File: config.mk
export PLATFORM = sky130hd
export DESIGN_NAME = gesture_dir_ctrl
export DESIGN_NICKNAME = d
export VERILOG_FILES = /design/src/rtl/snake_pkg.sv /design/src/rtl/ges_classify.sv /design/src/rtl/gesture_dir_ctrl.sv
export SDC_FILE = /design/constraint.sdc
export NUM_CORES = 1
export LEC_CHECK = 0
export BUFFER_PORTS_ARGS = -buffer_cell sky130_fd_sc_hd__buf_2
export CAP_MARGIN = 20
export CORE_ASPECT_RATIO = 0.6
export CORE_MARGIN = 2
export CORE_UTILIZATION = 58
export DETAILED_ROUTE_END_ITERATION = 6
export GPL_TIMING_DRIVEN = 1
export PLACE_DENSITY = 0.82
export SLEW_MARGIN = 20
export SYNTH_ARGS = -nofsm -noshare
export SYNTH_HDL_FRONTEND = slang
export SYNTH_SLANG_ARGS = --single-unit
File: constraint.sdc
create_clock -name sys_clk -period 2.3 [get_ports sys_clk]
set_input_delay 0.345 -clock sys_clk [delete_from_list [all_inputs] [get_ports sys_clk]]
set_output_delay 0.345 -clock sys_clk [all_outputs]
set_load 0.005 [all_outputs]
File: src/rtl/snake_pkg.sv
// Shared definitions for the gesture-to-heading path: heading codes, PAJ7620 gesture
// bytes, controller FSM states and the reversal rule.
package snake_pkg;

  localparam logic [1:0] DIR_UP    = 2'd0;
  localparam logic [1:0] DIR_DOWN  = 2'd1;
  localparam logic [1:0] DIR_LEFT  = 2'd2;
  localparam logic [1:0] DIR_RIGHT = 2'd3;

  localparam logic [7:0] GES_UP    = 8'h01;
  localparam logic [7:0] GES_DOWN  = 8'h02;
  localparam logic [7:0] GES_LEFT  = 8'h04;
  localparam logic [7:0] GES_RIGHT = 8'h08;
  localparam logic [7:0] GES_FWD   = 8'h10;

  typedef enum logic {
    IDLE    = 1'b0,
    HOLDOFF = 1'b1
  } fsm_state_e;

  // Opposite headings share bit 1 and differ in bit 0 (up/down, left/right).
  function automatic logic is_reverse(input logic [1:0] a, input logic [1:0] b);
    return (a[1] == b[1]) && (a[0] != b[0]);
  endfunction

endpackage

File: src/rtl/ges_classify.sv
// Combinational split of the raw gesture byte into direction, pause and error classes.
module ges_classify
  import snake_pkg::*;
(
  input  logic [7:0] po_data_i,
  output logic       is_dir_o,
  output logic       is_pause_o,
  output logic       is_err_o,
  output logic [1:0] req_dir_o
);

  logic [3:0] low_nib;
  logic       low_onehot;

  always_comb begin
    low_nib    = po_data_i[3:0];
    low_onehot = (low_nib != 4'd0) && ((low_nib & (low_nib - 4'd1)) == 4'd0);
    is_dir_o   = (po_data_i[7:4] == 4'd0) && low_onehot;
    is_pause_o = (po_data_i == GES_FWD);
    is_err_o   = (po_data_i != 8'd0) && !is_dir_o && !is_pause_o;
    case (po_data_i)
      GES_DOWN:  req_dir_o = DIR_DOWN;
      GES_LEFT:  req_dir_o = DIR_LEFT;
      GES_RIGHT: req_dir_o = DIR_RIGHT;
      default:   req_dir_o = DIR_UP;
    endcase
  end

endmodule

File: src/rtl/gesture_dir_ctrl.sv
// Turns PAJ7620 gesture bytes into a validated snake heading: edge-detects gestures,
// drops reversals, queues one turn for the next step tick and toggles pause on forward.
module gesture_dir_ctrl
  import snake_pkg::*;
#(
  parameter int         CLK_FREQ   = 50_000_000,
  parameter int         HOLDOFF_MS = 200,
  parameter logic [1:0] INIT_DIR   = 2'd3
) (
  input  logic       sys_clk,
  input  logic       sys_rst_n,
  input  logic [7:0] po_data,
  input  logic       step_tick,
  input  logic       game_rst,
  output logic [1:0] dir,
  output logic       dir_upd,
  output logic       paused,
  output logic       pend_valid,
  output logic       busy,
  output logic       gesture_err,
  output fsm_state_e dbg_state
);

  localparam int HOLDOFF_CYC = CLK_FREQ / 1000 * HOLDOFF_MS;
  localparam int CNT_W       = (HOLDOFF_CYC > 0) ? $clog2(HOLDOFF_CYC + 1) : 1;
  localparam logic [CNT_W-1:0] CNT_LAST = CNT_W'(HOLDOFF_CYC - 1);

  // Handshake: none -- step_tick and game_rst are single-cycle strobes sampled on
  // every rising edge; po_data is a level whose changes are edge-detected here.

  fsm_state_e       state_q, state_d;
  logic [CNT_W-1:0] cnt_q, cnt_d;
  logic [1:0]       dir_q, dir_d;
  logic [1:0]       pend_dir_q, pend_dir_d;
  logic             pend_valid_q, pend_valid_d;
  logic             paused_q, paused_d;
  logic             dir_upd_q, dir_upd_d;
  logic             err_q, err_d;
  logic [7:0]       po_d_q;

  logic       cls_is_dir, cls_is_pause, cls_is_err;
  logic [1:0] cls_req_dir;

  ges_classify u_classify (
    .po_data_i  (po_data),
    .is_dir_o   (cls_is_dir),
    .is_pause_o (cls_is_pause),
    .is_err_o   (cls_is_err),
    .req_dir_o  (cls_req_dir)
  );

  logic       gesture_event;
  logic       commit;
  logic [1:0] next_dir;
  logic       dir_ok;
  logic       live_event;
  logic       accept_dir;
  logic       accept_pause;
  logic       flag_err;
  logic       hold_done;

  assign gesture_event = (po_data != po_d_q) && (po_data != 8'd0);
  assign commit        = step_tick && pend_valid_q && !paused_q;
  // Requests are judged against the heading that will be in force after this edge.
  assign next_dir      = commit ? pend_dir_q : dir_q;
  assign dir_ok        = cls_is_dir && !is_reverse(cls_req_dir, next_dir) &&
                         (cls_req_dir != next_dir);
  assign live_event    = !game_rst && (state_q == IDLE) && gesture_event;
  assign accept_dir    = live_event && dir_ok;
  assign accept_pause  = live_event && cls_is_pause;
  assign flag_err      = live_event && cls_is_err;
  assign hold_done     = (cnt_q == CNT_LAST);

  always_ff @(posedge sys_clk or negedge sys_rst_n) begin
    if (!sys_rst_n) begin
      state_q <= IDLE;
    end else begin
      state_q <= state_d;
    end
  end

  always_comb begin
    state_d = state_q;
    if (game_rst) begin
      state_d = IDLE;
    end else begin
      case (state_q)
        IDLE:    if (accept_dir || accept_pause) state_d = HOLDOFF;
        HOLDOFF: if (hold_done) state_d = IDLE;
        default: state_d = IDLE;
      endcase
    end
  end

  always_comb begin
    busy      = (state_q == HOLDOFF);
    dbg_state = state_q;
  end

  always_comb begin
    dir_d        = dir_q;
    pend_dir_d   = pend_dir_q;
    pend_valid_d = pend_valid_q;
    paused_d     = paused_q;
    dir_upd_d    = 1'b0;
    err_d        = 1'b0;
    cnt_d        = cnt_q;
    if (game_rst) begin
      dir_d        = INIT_DIR;
      pend_dir_d   = INIT_DIR;
      pend_valid_d = 1'b0;
      paused_d     = 1'b0;
      cnt_d        = '0;
    end else begin
      if (commit) begin
        dir_d        = pend_dir_q;
        pend_valid_d = 1'b0;
        dir_upd_d    = 1'b1;
      end
      // A same-cycle accept re-arms the queue after the old turn commits.
      if (accept_dir) begin
        pend_dir_d   = cls_req_dir;
        pend_valid_d = 1'b1;
      end
      if (accept_pause) paused_d = !paused_q;
      if (flag_err) err_d = 1'b1;
      if (state_q == HOLDOFF) cnt_d = hold_done ? '0 : cnt_q + CNT_W'(1);
    end
  end

  always_ff @(posedge sys_clk or negedge sys_rst_n) begin
    if (!sys_rst_n) begin
      cnt_q        <= '0;
      dir_q        <= INIT_DIR;
      pend_dir_q   <= INIT_DIR;
      pend_valid_q <= 1'b0;
      paused_q     <= 1'b0;
      dir_upd_q    <= 1'b0;
      err_q        <= 1'b0;
      po_d_q       <= 8'd0;
    end else begin
      cnt_q        <= cnt_d;
      dir_q        <= dir_d;
      pend_dir_q   <= pend_dir_d;
      pend_valid_q <= pend_valid_d;
      paused_q     <= paused_d;
      dir_upd_q    <= dir_upd_d;
      err_q        <= err_d;
      po_d_q       <= po_data;
    end
  end

  assign dir         = dir_q;
  assign dir_upd     = dir_upd_q;
  assign paused      = paused_q;
  assign pend_valid  = pend_valid_q;
  assign gesture_err = err_q;

endmodule

==> results of run 1 <==
final cells by class:
cell class                      count  area (µm²)  area share
Clock buffer                        7       86.33     0.03716
Inverter                            3       11.26    0.004847
Multi-Input combinational cell    157        1013      0.4362
Sequential cell                    41        1031      0.4437
Tap cell                           45       56.30     0.02423
Timing Repair Buffer               23       125.1     0.05385
worst paths after layout:
kind | start | end | cells after the start
setup / recovery | cnt_q[16]$_DFFE_PN0P_ | cnt_q[11]$_DFFE_PN0P_ | 5
hold / removal | sys_rst_n | gesture_err$_DFF_PN0_ | 2
setup reg to reg | cnt_q[16]$_DFFE_PN0P_ | cnt_q[11]$_DFFE_PN0P_ | 5
hold reg to reg | pend_dir_q[0]$_DFFE_PN1P_ | pend_dir_q[0]$_DFFE_PN1P_ | 1
max in group asynchronous | sys_rst_n | pend_dir_q[0]$_DFFE_PN1P_ | 2
min in group sys_clk | po_data[5] | po_d_q[5]$_DFF_PN0_ | 1
cell usage after synthesis (all sizes together) (2+ instances only):
library cell	count	share of area
a21oi	6	0.014
and3	5	0.015
buf	4	0.021
clkbuf	6	0.011
dfrtp	37	0.44
dfstp	4	0.050
inv	3	0.0053
mux2i	3	0.014
nand2	13	0.023
nand2b	6	0.018
nand3	13	0.031
nand3b	3	0.011
nand4	12	0.035
nand4b	2	0.0083
nor2	30	0.053
nor3	4	0.0094
nor3b	4	0.014
nor4	5	0.022
nor4b	2	0.0083
o211a	2	0.0094
or3b	2	0.0083
or4	2	0.0088
xnor2	13	0.054
xor2	17	0.070
flip-flops by register name, indices dropped and copies added, names as in the netlist:
signal       count
cnt_q           24
po_d_q           8
dir              2
pend_dir_q       2
busy             1
dir_upd          1
gesture_err      1
paused           1
pend_valid       1
logic make-up (layout without fill, tap and decap cells):
family / count (synthesis) / in the layout / share of synthesized area
AND/OR/NAND/NOR: 106 / 106 / 0.2760
adder cells (fa/ha/maj): 1 / 1 / 0.005895
multiplexers: 3 / 3 / 0.01415
AO/OA/AOI/OAI: 17 / 17 / 0.05779
XOR/XNOR: 30 / 30 / 0.1238
flip-flops: 41 / 41 / 0.4858
buffers and inverters: 13 / 33 / 0.03655
critical path: stages, from the launching register on:
cell	delay, ps
dfrtp_1	450
or4_1	590
nor4_4	290
a31o_1	200
buf_4	220
o31ai_1	100
per-stage QoR:
step / utilization / hold WS [ps]
2_1_floorplan: - / 49.41
3_3_place_gp: 0.6612 / 428.7
3_5_place_dp: 0.6612 / 432.1
4_1_cts: 0.6868 / 123.8
5_1_grt: 0.6868 / 168.2
6_report: 0.6868 / 93.29
layer usage:
| metal | up-vias | wire length, µm | GRT usage |
|---|---|---|---|
| met2 | 42 | 1739 | 0.3076 |
| met1 | 765 | 2406 | 0.4142 |
| li1 | 779 | - | - |
| met3 | 7 | 235 | 0.06184 |
| met5 | - | 0 | 0 |
| met4 | 0 | 53 | 0.07500 |
power by group through the flow:
stage | sequential, mW | combinational, mW | clock, mW
after floorplan | 0.754 | 0.0557 | 0
after global placement | 0.756 | 0.0926 | 0
after global routing | 0.743 | 0.106 | 0.513
final | 0.742 | 0.0944 | 0.473
after detailed placement | 0.756 | 0.0942 | 0
after CTS | 0.742 | 0.0950 | 0.477
cells in the final DEF, fill, tap and decap left out, drive strengths merged, types with 5 or more instances in the layout:
| cell type | netlist | final |
|---|---|---|
| a21oi | 6 | 6 |
| xnor2 | 13 | 13 |
| nor4 | 5 | 5 |
| nand4 | 12 | 12 |
| buf | 4 | 23 |
| clkbuf | 6 | 7 |
| and3 | 5 | 5 |
| xor2 | 17 | 17 |
| nand2 | 13 | 13 |
| nand3 | 13 | 13 |
| nor2 | 30 | 30 |
| nand2b | 6 | 6 |
| dfrtp | 37 | 37 |
==> impl_metrics.json, run 1 <==
{
  "total_leakage_power_nw": 1.021,
  "cts_tree": "yes",
  "switching_share": 0.2303,
  "crit_path_end_kind": "register",
  "drc": 0,
  "grt_max_degree": 42,
  "ff2ff_setup_slack_ps": 340,
  "hp-class": "primary input to async pin",
  "combinationalPowerShare": 0.072,
  "worstSkewPairLatency_ps": 290,
  "fin_area_mm2": 0.002323,
  "num_io_pins": 20,
  "grt_overflow_total": 0,
  "fin_ws_ps": 339.0,
  "cp.required_ps": 2480,
  "slew_violations": 0,
  "post-place-ws_ps": 399.2,
  "diodes": 0,
  "cp-start-kind": "register",
  "core_region_area_mm2": 0.003383,
  "grt_usage": 0.2488,
  "dpl_cell_area_mm2": 0.002237,
  "drv_cap": 0,
  "setup_viol": 0,
  "grt_pass1_wl_mm": 7.617,
  "start_util": 0.6272,
  "fin_nets": 244,
  "slew-limit-headroom": 0.6181,
  "num_rows": 16,
  "syn_inst": 211,
  "finalSetupTns_ps": 0,
  "syn_avg_cell_area_um2": 10.06,
  "cts_made_buffers": 5,
  "vias_per_cell": 5.772,
  "die_x_um": 82.09,
  "powerDensity_mw_per_mm2": 563.7,
  "vias": 1593,
  "clk_pin_slew_worst_paths_ps": 80,
  "drt_iter0_drc": 185,
  "finalHoldViolCount": 0,
  "tightest_slew_ps": 568.5,
  "intPower_mw": 1.008,
  "finalCritPeriodShare": 0.8526,
  "place_congestion": 0.8370,
  "drive_gt1_frac": 0.1645,
  "fin_skew_ps": 6.235,
  "outcome": "completed",
  "routedWlPerCell_um": 16.07,
  "p_seq_frac": 0.567,
  "syn_to_final_growth_pct": 9.493,
  "cp_max_fo": 17,
  "synth_edf_count": 0,
  "dr.pass1.iters": 5,
  "worst-endpoint-arrival_ps": 2140,
  "synth_nets": 224,
  "cts_resized": 0,
  "yosys_most_used_dff": "dfrtp_1",
  "synth_warnings": 0,
  "ys_ff_latch": 41,
  "design.die.area_mm2": 0.004175,
  "antenna_found_initial": 0,
  "h-tree-depth": 2,
  "hold_buffers": 0,
  "ir_drop_v": 0.0003618,
  "p_clk_frac": 0.361,
  "antenna_left": 0,
  "die_h_um": 50.86,
  "crit_type": "register to register",
  "root_buffer": "clkbuf_8",
  "cts_buffer_depth": 2,
  "portBuffers": 19,
  "postCtsSetupBuffers": 0,
  "clock-sinks": 41,
  "finalNonFillerCells": 276,
  "fill_cells": 267,
  "dp_cells": 269,
  "hpwl_mm": 3.247,
  "yosysSeqAreaShare": 0.4858,
  "p_sw_uw": 301.6,
  "power.total_mw": 1.310,
  "fmax_mhz": 509.9,
  "synth-async-reset-ratio": 1.000,
  "grt_pass1_vias": 1506,
  "syn_area_mm2": 0.002122,
  "rsz0062_at_grt": "no",
  "wirelength_mm": 4.435,
  "ys_types": 44,
  "min_period_ps": 1961
}
No activity file was read; power rests on OpenSTA's default activity.
==> run 2, diff against run 1 <==
==> constraint.sdc (replaced) <==
create_clock -name sys_clk -period 2.3 [get_ports sys_clk]
set_input_delay 0.23 -clock sys_clk [delete_from_list [all_inputs] [get_ports sys_clk]]
set_output_delay 0.23 -clock sys_clk [all_outputs]
set_load 0.005 [all_outputs]
==> impl_metrics.json, run 2 (synthesized netlist as in run 1, its figures left out) <==
{
  "drv_cap": 0,
  "finalSetupTns_ps": 0,
  "hold_buffers": 0,
  "core_region_area_mm2": 0.003383,
  "die_x_um": 82.09,
  "clock-sinks": 41,
  "outcome": "completed",
  "place_congestion": 0.8418,
  "worstSkewPairLatency_ps": 300,
  "hp-class": "primary input to async pin",
  "vias": 1639,
  "slew_violations": 0,
  "min_period_ps": 1909,
  "p_clk_frac": 0.385,
  "max_stage_delay_ps": 560,
  "cts_resized": 0,
  "reg2reg_to": "cnt_q[11]$_DFFE_PN0P_",
  "dp_cells": 267,
  "combinationalPowerShare": 0.067,
  "hpwl_mm": 3.153,
  "layout_common_cells": "37 x dfrtp_1, 30 x nor2_1, 19 x buf_2",
  "antenna_left": 0,
  "finalNonFillerCells": 275,
  "layout_commonest_cell": "dfrtp_1",
  "wirelength_mm": 4.470,
  "finalCritPeriodShare": 0.8300,
  "design.die.area_mm2": 0.004175,
  "grt_overflow_total": 0,
  "fin_nets": 242,
  "drt_iter0_drc": 171,
  "r2r_start": "cnt_q[14]$_DFFE_PN0P_",
  "largestRegisters": "cnt_q (24), po_d_q (8)",
  "cp_slowest_cell": "or4_4",
  "slew-limit-headroom": 0.4112,
  "p_seq_frac": 0.548,
  "diodes": 0,
  "clk_pin_slew_worst_paths_ps": 80,
  "dr.pass1.iters": 4,
  "finalHoldViolCount": 0,
  "fin_skew_ps": 5.533,
  "powerDensity_mw_per_mm2": 582.9,
  "rsz0062_at_grt": "no",
  "total_leakage_power_nw": 1.021,
  "crit_path_end_kind": "register",
  "vias_per_cell": 5.960,
  "grt_usage": 0.2435,
  "p_sw_uw": 315.5,
  "portBuffers": 19,
  "setup_viol": 0,
  "num_io_pins": 20,
  "drive_gt1_frac": 0.1652,
  "routedWlPerCell_um": 16.25,
  "r2r_cells": 5,
  "postCtsSetupBuffers": 0,
  "critPathBufInv": 1,
  "worst-endpoint-arrival_ps": 2090,
  "start_util": 0.6272,
  "h-tree-depth": 2,
  "grt_pass1_wl_mm": 7.479,
  "cts_tree": "yes",
  "tightest_slew_ps": 883.2,
  "cp.required_ps": 2480,
  "largest_register": "cnt_q",
  "syn_to_final_growth_pct": 9.493,
  "cts_buffer_depth": 2,
  "crit_type": "register to register",
  "grt_max_degree": 42,
  "cts_made_buffers": 5,
  "drc": 0,
  "intPower_mw": 1.039,
  "root_buffer": "clkbuf_8",
  "grt_pass1_vias": 1500,
  "cp_cell_sequence": "or4_4 -> nor4_4 -> a31o_1 -> buf_4 -> o31ai_1",
  "largest_reg_flops": 24,
  "cp-start-kind": "register",
  "antenna_found_initial": 0,
  "ff2ff_setup_slack_ps": 390,
  "cp_max_fo": 17,
  "switching_share": 0.2330,
  "num_rows": 16,
  "crit_family": "simple AND/OR/NAND/NOR gates",
  "fmax_mhz": 523.9,
  "ir_drop_v": 0.0003877,
  "die_h_um": 50.86,
  "fill_cells": 257
}
run 2: cell types whose count changed in the layout (fill, tap and decap cells not counted), sizes merged:
cell	delta
buf	-2
clkinv	+1
run 2: worst max-delay path by stage:
stage | start | endpoint | slack [ps] | cells past startpoint
2_1_floorplan | cnt_q[14]$_DFFE_PN0P_ | cnt_q[12]$_DFFE_PN0P_ | 500 | 6
3_3_place_gp | cnt_q[14]$_DFFE_PN0P_ | cnt_q[11]$_DFFE_PN0P_ | 440 | 5
3_5_place_dp | cnt_q[14]$_DFFE_PN0P_ | cnt_q[11]$_DFFE_PN0P_ | 410 | 5
4_1_cts | cnt_q[14]$_DFFE_PN0P_ | cnt_q[11]$_DFFE_PN0P_ | 400 | 5
5_1_grt | cnt_q[16]$_DFFE_PN0P_ | cnt_q[11]$_DFFE_PN0P_ | 310 | 5
6_report | cnt_q[14]$_DFFE_PN0P_ | cnt_q[11]$_DFFE_PN0P_ | 390 | 5
run 2: layout make-up:
class | instances | area [µm²] | share of cell area
Clock inverter | 1 | 5.005 | 0.002154
Clock buffer | 7 | 96.34 | 0.04146
Tap cell | 45 | 56.30 | 0.02423
Sequential cell | 41 | 1031 | 0.4437
Timing Repair Buffer | 21 | 110.1 | 0.04739
Inverter | 3 | 11.26 | 0.004847
Multi-Input combinational cell | 157 | 1013 | 0.4362
run 2: metrics by stage:
stage                 util  power, mW  worst slack, ps  hold WS [ps]  instance area (µm²)
CTS                 0.6868      1.362            396.6         87.17                 2323
global placement    0.6568     0.8450            444.3         395.3                 2222
floorplan                -     0.8094            496.2        -65.59                 2122
global route        0.6868      1.407            307.0         89.12                 2323
finish              0.6868      1.354            391.1         49.13                 2323
detailed placement  0.6568     0.8473            409.9         402.0                 2222
run 2: power groups by stage:
stage	sequential, mW	combinational, mW	clock [mW]
CTS	0.742	0.0922	0.528
finish	0.742	0.0912	0.521
detailed placement	0.756	0.0916	0
global placement	0.755	0.0898	0
floorplan	0.754	0.0557	0
global route	0.743	0.102	0.562
run 2: metal layers:
layer  vias to the layer above  track usage  part of all wire
met2                        59       0.3022              0.40
met3                         7      0.06184             0.064
met5                         -            0                 0
met1                       802       0.4037              0.52
li1                        771            -                 -
met4                         0      0.07500             0.013
==> run 3, diff against run 2 <==
==> constraint.sdc (replaced) <==
create_clock -name sys_clk -period 1.9 [get_ports sys_clk]
set_input_delay 0.19 -clock sys_clk [delete_from_list [all_inputs] [get_ports sys_clk]]
set_output_delay 0.19 -clock sys_clk [all_outputs]
set_load 0.005 [all_outputs]
==> impl_metrics.json, run 3 (synthesized netlist as in run 1, its figures left out) <==
{
  "crit_family": "simple AND/OR/NAND/NOR gates",
  "finalCritPeriodShare": 0.9457,
  "fin_skew_ps": 6.299,
  "largest_register": "cnt_q",
  "ir_drop_v": 0.0004957,
  "finalSetupTns_ps": 0,
  "grt-busiest-layer": "met1",
  "dp_cells": 279,
  "cts_buffer_depth": 2,
  "drc": 0,
  "gr-usage-met3": 0.06184,
  "r2r_start": "cnt_q[16]$_DFFE_PN0P_",
  "clock-sinks": 41,
  "cp.required_ps": 2070,
  "antenna_left": 0,
  "r2r_cells": 5,
  "crit_path_end_kind": "register",
  "start_util": 0.6272,
  "setup_viol": 0,
  "use_met2": 0.3577,
  "outcome": "completed",
  "finalHoldViolCount": 0,
  "powerDensity_mw_per_mm2": 659.4,
  "slew_violations": 0,
  "finalNonFillerCells": 289,
  "critPathBufInv": 0,
  "hp-class": "primary input to register",
  "fin_nets": 256,
  "max_stage_delay_ps": 550,
  "vias": 1687,
  "place_congestion": 0.8646,
  "num_io_pins": 20,
  "reg2reg_to": "cnt_q[7]$_DFFE_PN0P_",
  "vias_per_cell": 5.837,
  "grt_max_degree": 16,
  "design.die.area_mm2": 0.004175,
  "tightest_slew_ps": 345.5,
  "cp-start-kind": "register",
  "cp_cell_sequence": "or4_4 -> nor4_4 -> nand4_1 -> or3b_1 -> a21oi_1",
  "layout_commonest_cell": "dfrtp_1",
  "cp-startpoint": "cnt_q[16]$_DFFE_PN0P_",
  "drive_gt1_frac": 0.2131,
  "cp.depth": 5,
  "cts_tree": "yes",
  "root_buffer": "clkbuf_8",
  "slew-limit-headroom": 0.7684,
  "drv_cap": 0,
  "core_region_area_mm2": 0.003383,
  "cts_made_buffers": 5,
  "h-tree-depth": 2,
  "cp-endpoint": "cnt_q[7]$_DFFE_PN0P_",
  "grt_pass1_vias": 1629,
  "portBuffers": 19,
  "num_rows": 16,
  "worst-endpoint-arrival_ps": 1970,
  "min_period_ps": 1797,
  "drt_iter0_drc": 187,
  "layout_common_cells": "36 x dfrtp_1, 30 x nor2_1, 19 x buf_2",
  "gr-usage-met1": 0.4376,
  "antenna_found_initial": 0,
  "crit_type": "register to register",
  "dr.pass1.iters": 4,
  "fmax_mhz": 556.5,
  "routedWlPerCell_um": 16.36,
  "largestRegisters": "cnt_q (24), po_d_q (8)",
  "wirelength_mm": 4.728,
  "largest_reg_flops": 24,
  "grt_usage": 0.2669,
  "die_h_um": 50.86,
  "grt_overflow_total": 0,
  "clk_pin_slew_worst_paths_ps": 80,
  "diodes": 0,
  "syn_to_final_growth_pct": 14.62,
  "worstSkewPairLatency_ps": 290,
  "rsz0062_at_grt": "no",
  "ff2ff_setup_slack_ps": 100,
  "cp_max_fo": 3,
  "grt_pass1_wl_mm": 8.224,
  "hpwl_mm": 3.467,
  "die_x_um": 82.09,
  "cp_slowest_cell": "or4_4",
  "total_leakage_power_nw": 1.084
}
-- run 3: stage by stage --
stage	power [mW]	util	worst slack (ps)	area (µm²)	hold WS, ps
floorplan	0.9797	-	96.19	2122	-105.6
detailed placement	1.041	0.6834	69.58	2312	101.0
global route	1.675	0.7189	5.065	2432	56.40
global placement	1.037	0.6834	129.7	2312	97.28
finish	1.604	0.7189	103.2	2432	64.12
CTS	1.609	0.7130	59.13	2412	54.20
-- run 3: timing repair --
item | in CTS | in global routing
buffers inserted | 0 | 1
gates resized for setup | 0 | 4
endpoints found under the setup margin | 0 | 14
hold buffers | 1 | 0
endpoints found under the hold margin | 9 | 0
-- run 3: metal layers --
layer  routed length [µm]  part of all wire  vias up
met4                   25            0.0053        0
met2                 1873              0.40       78
met1                 2424              0.51      804
met3                  405             0.086        4
li1                     -                 -      801
met5                    0                 0        -
-- run 3: final cells by class --
cell class / instances / area (µm²)
tap: 45 / 56.30
clock buffer: 8 / 90.09
timing repair buffer: 35 / 217.7
fill: 252 / 950.9
inverter: 3 / 11.26
sequential: 41 / 1032
multi-input combinational: 157 / 1025
-- run 3: how the worst min path moves through the flow --
stage	startpoint	to	cells after the start
3_3_place_gp	sys_rst_n	gesture_err$_DFF_PN0_	1
5_1_grt	po_data[5]	po_d_q[5]$_DFF_PN0_	1
4_1_cts	po_data[6]	po_d_q[6]$_DFF_PN0_	1
3_5_place_dp	sys_rst_n	gesture_err$_DFF_PN0_	1
2_1_floorplan	sys_rst_n	busy$_DFF_PN0_	0
6_report	po_data[6]	po_d_q[6]$_DFF_PN0_	1
-- run 3: worst reg2reg max path, delay by kind of cell, from the launching register on --
kind               cells  cell delay, ps
AOI/OAI and AO/OA      1              70
DFF                    1             380
and+or+nand+nor        4            1240
-- run 3: report_power, final --
group / leakage [nW] / switching, mW / internal [mW] / total [mW]
clock network: 0.0455 / 0.280 / 0.296 / 0.576
logic: 0.503 / 0.0782 / 0.0538 / 0.132
registers: 0.536 / 0.00843 / 0.887 / 0.896
total: 1.08 / 0.366 / 1.24 / 1.60
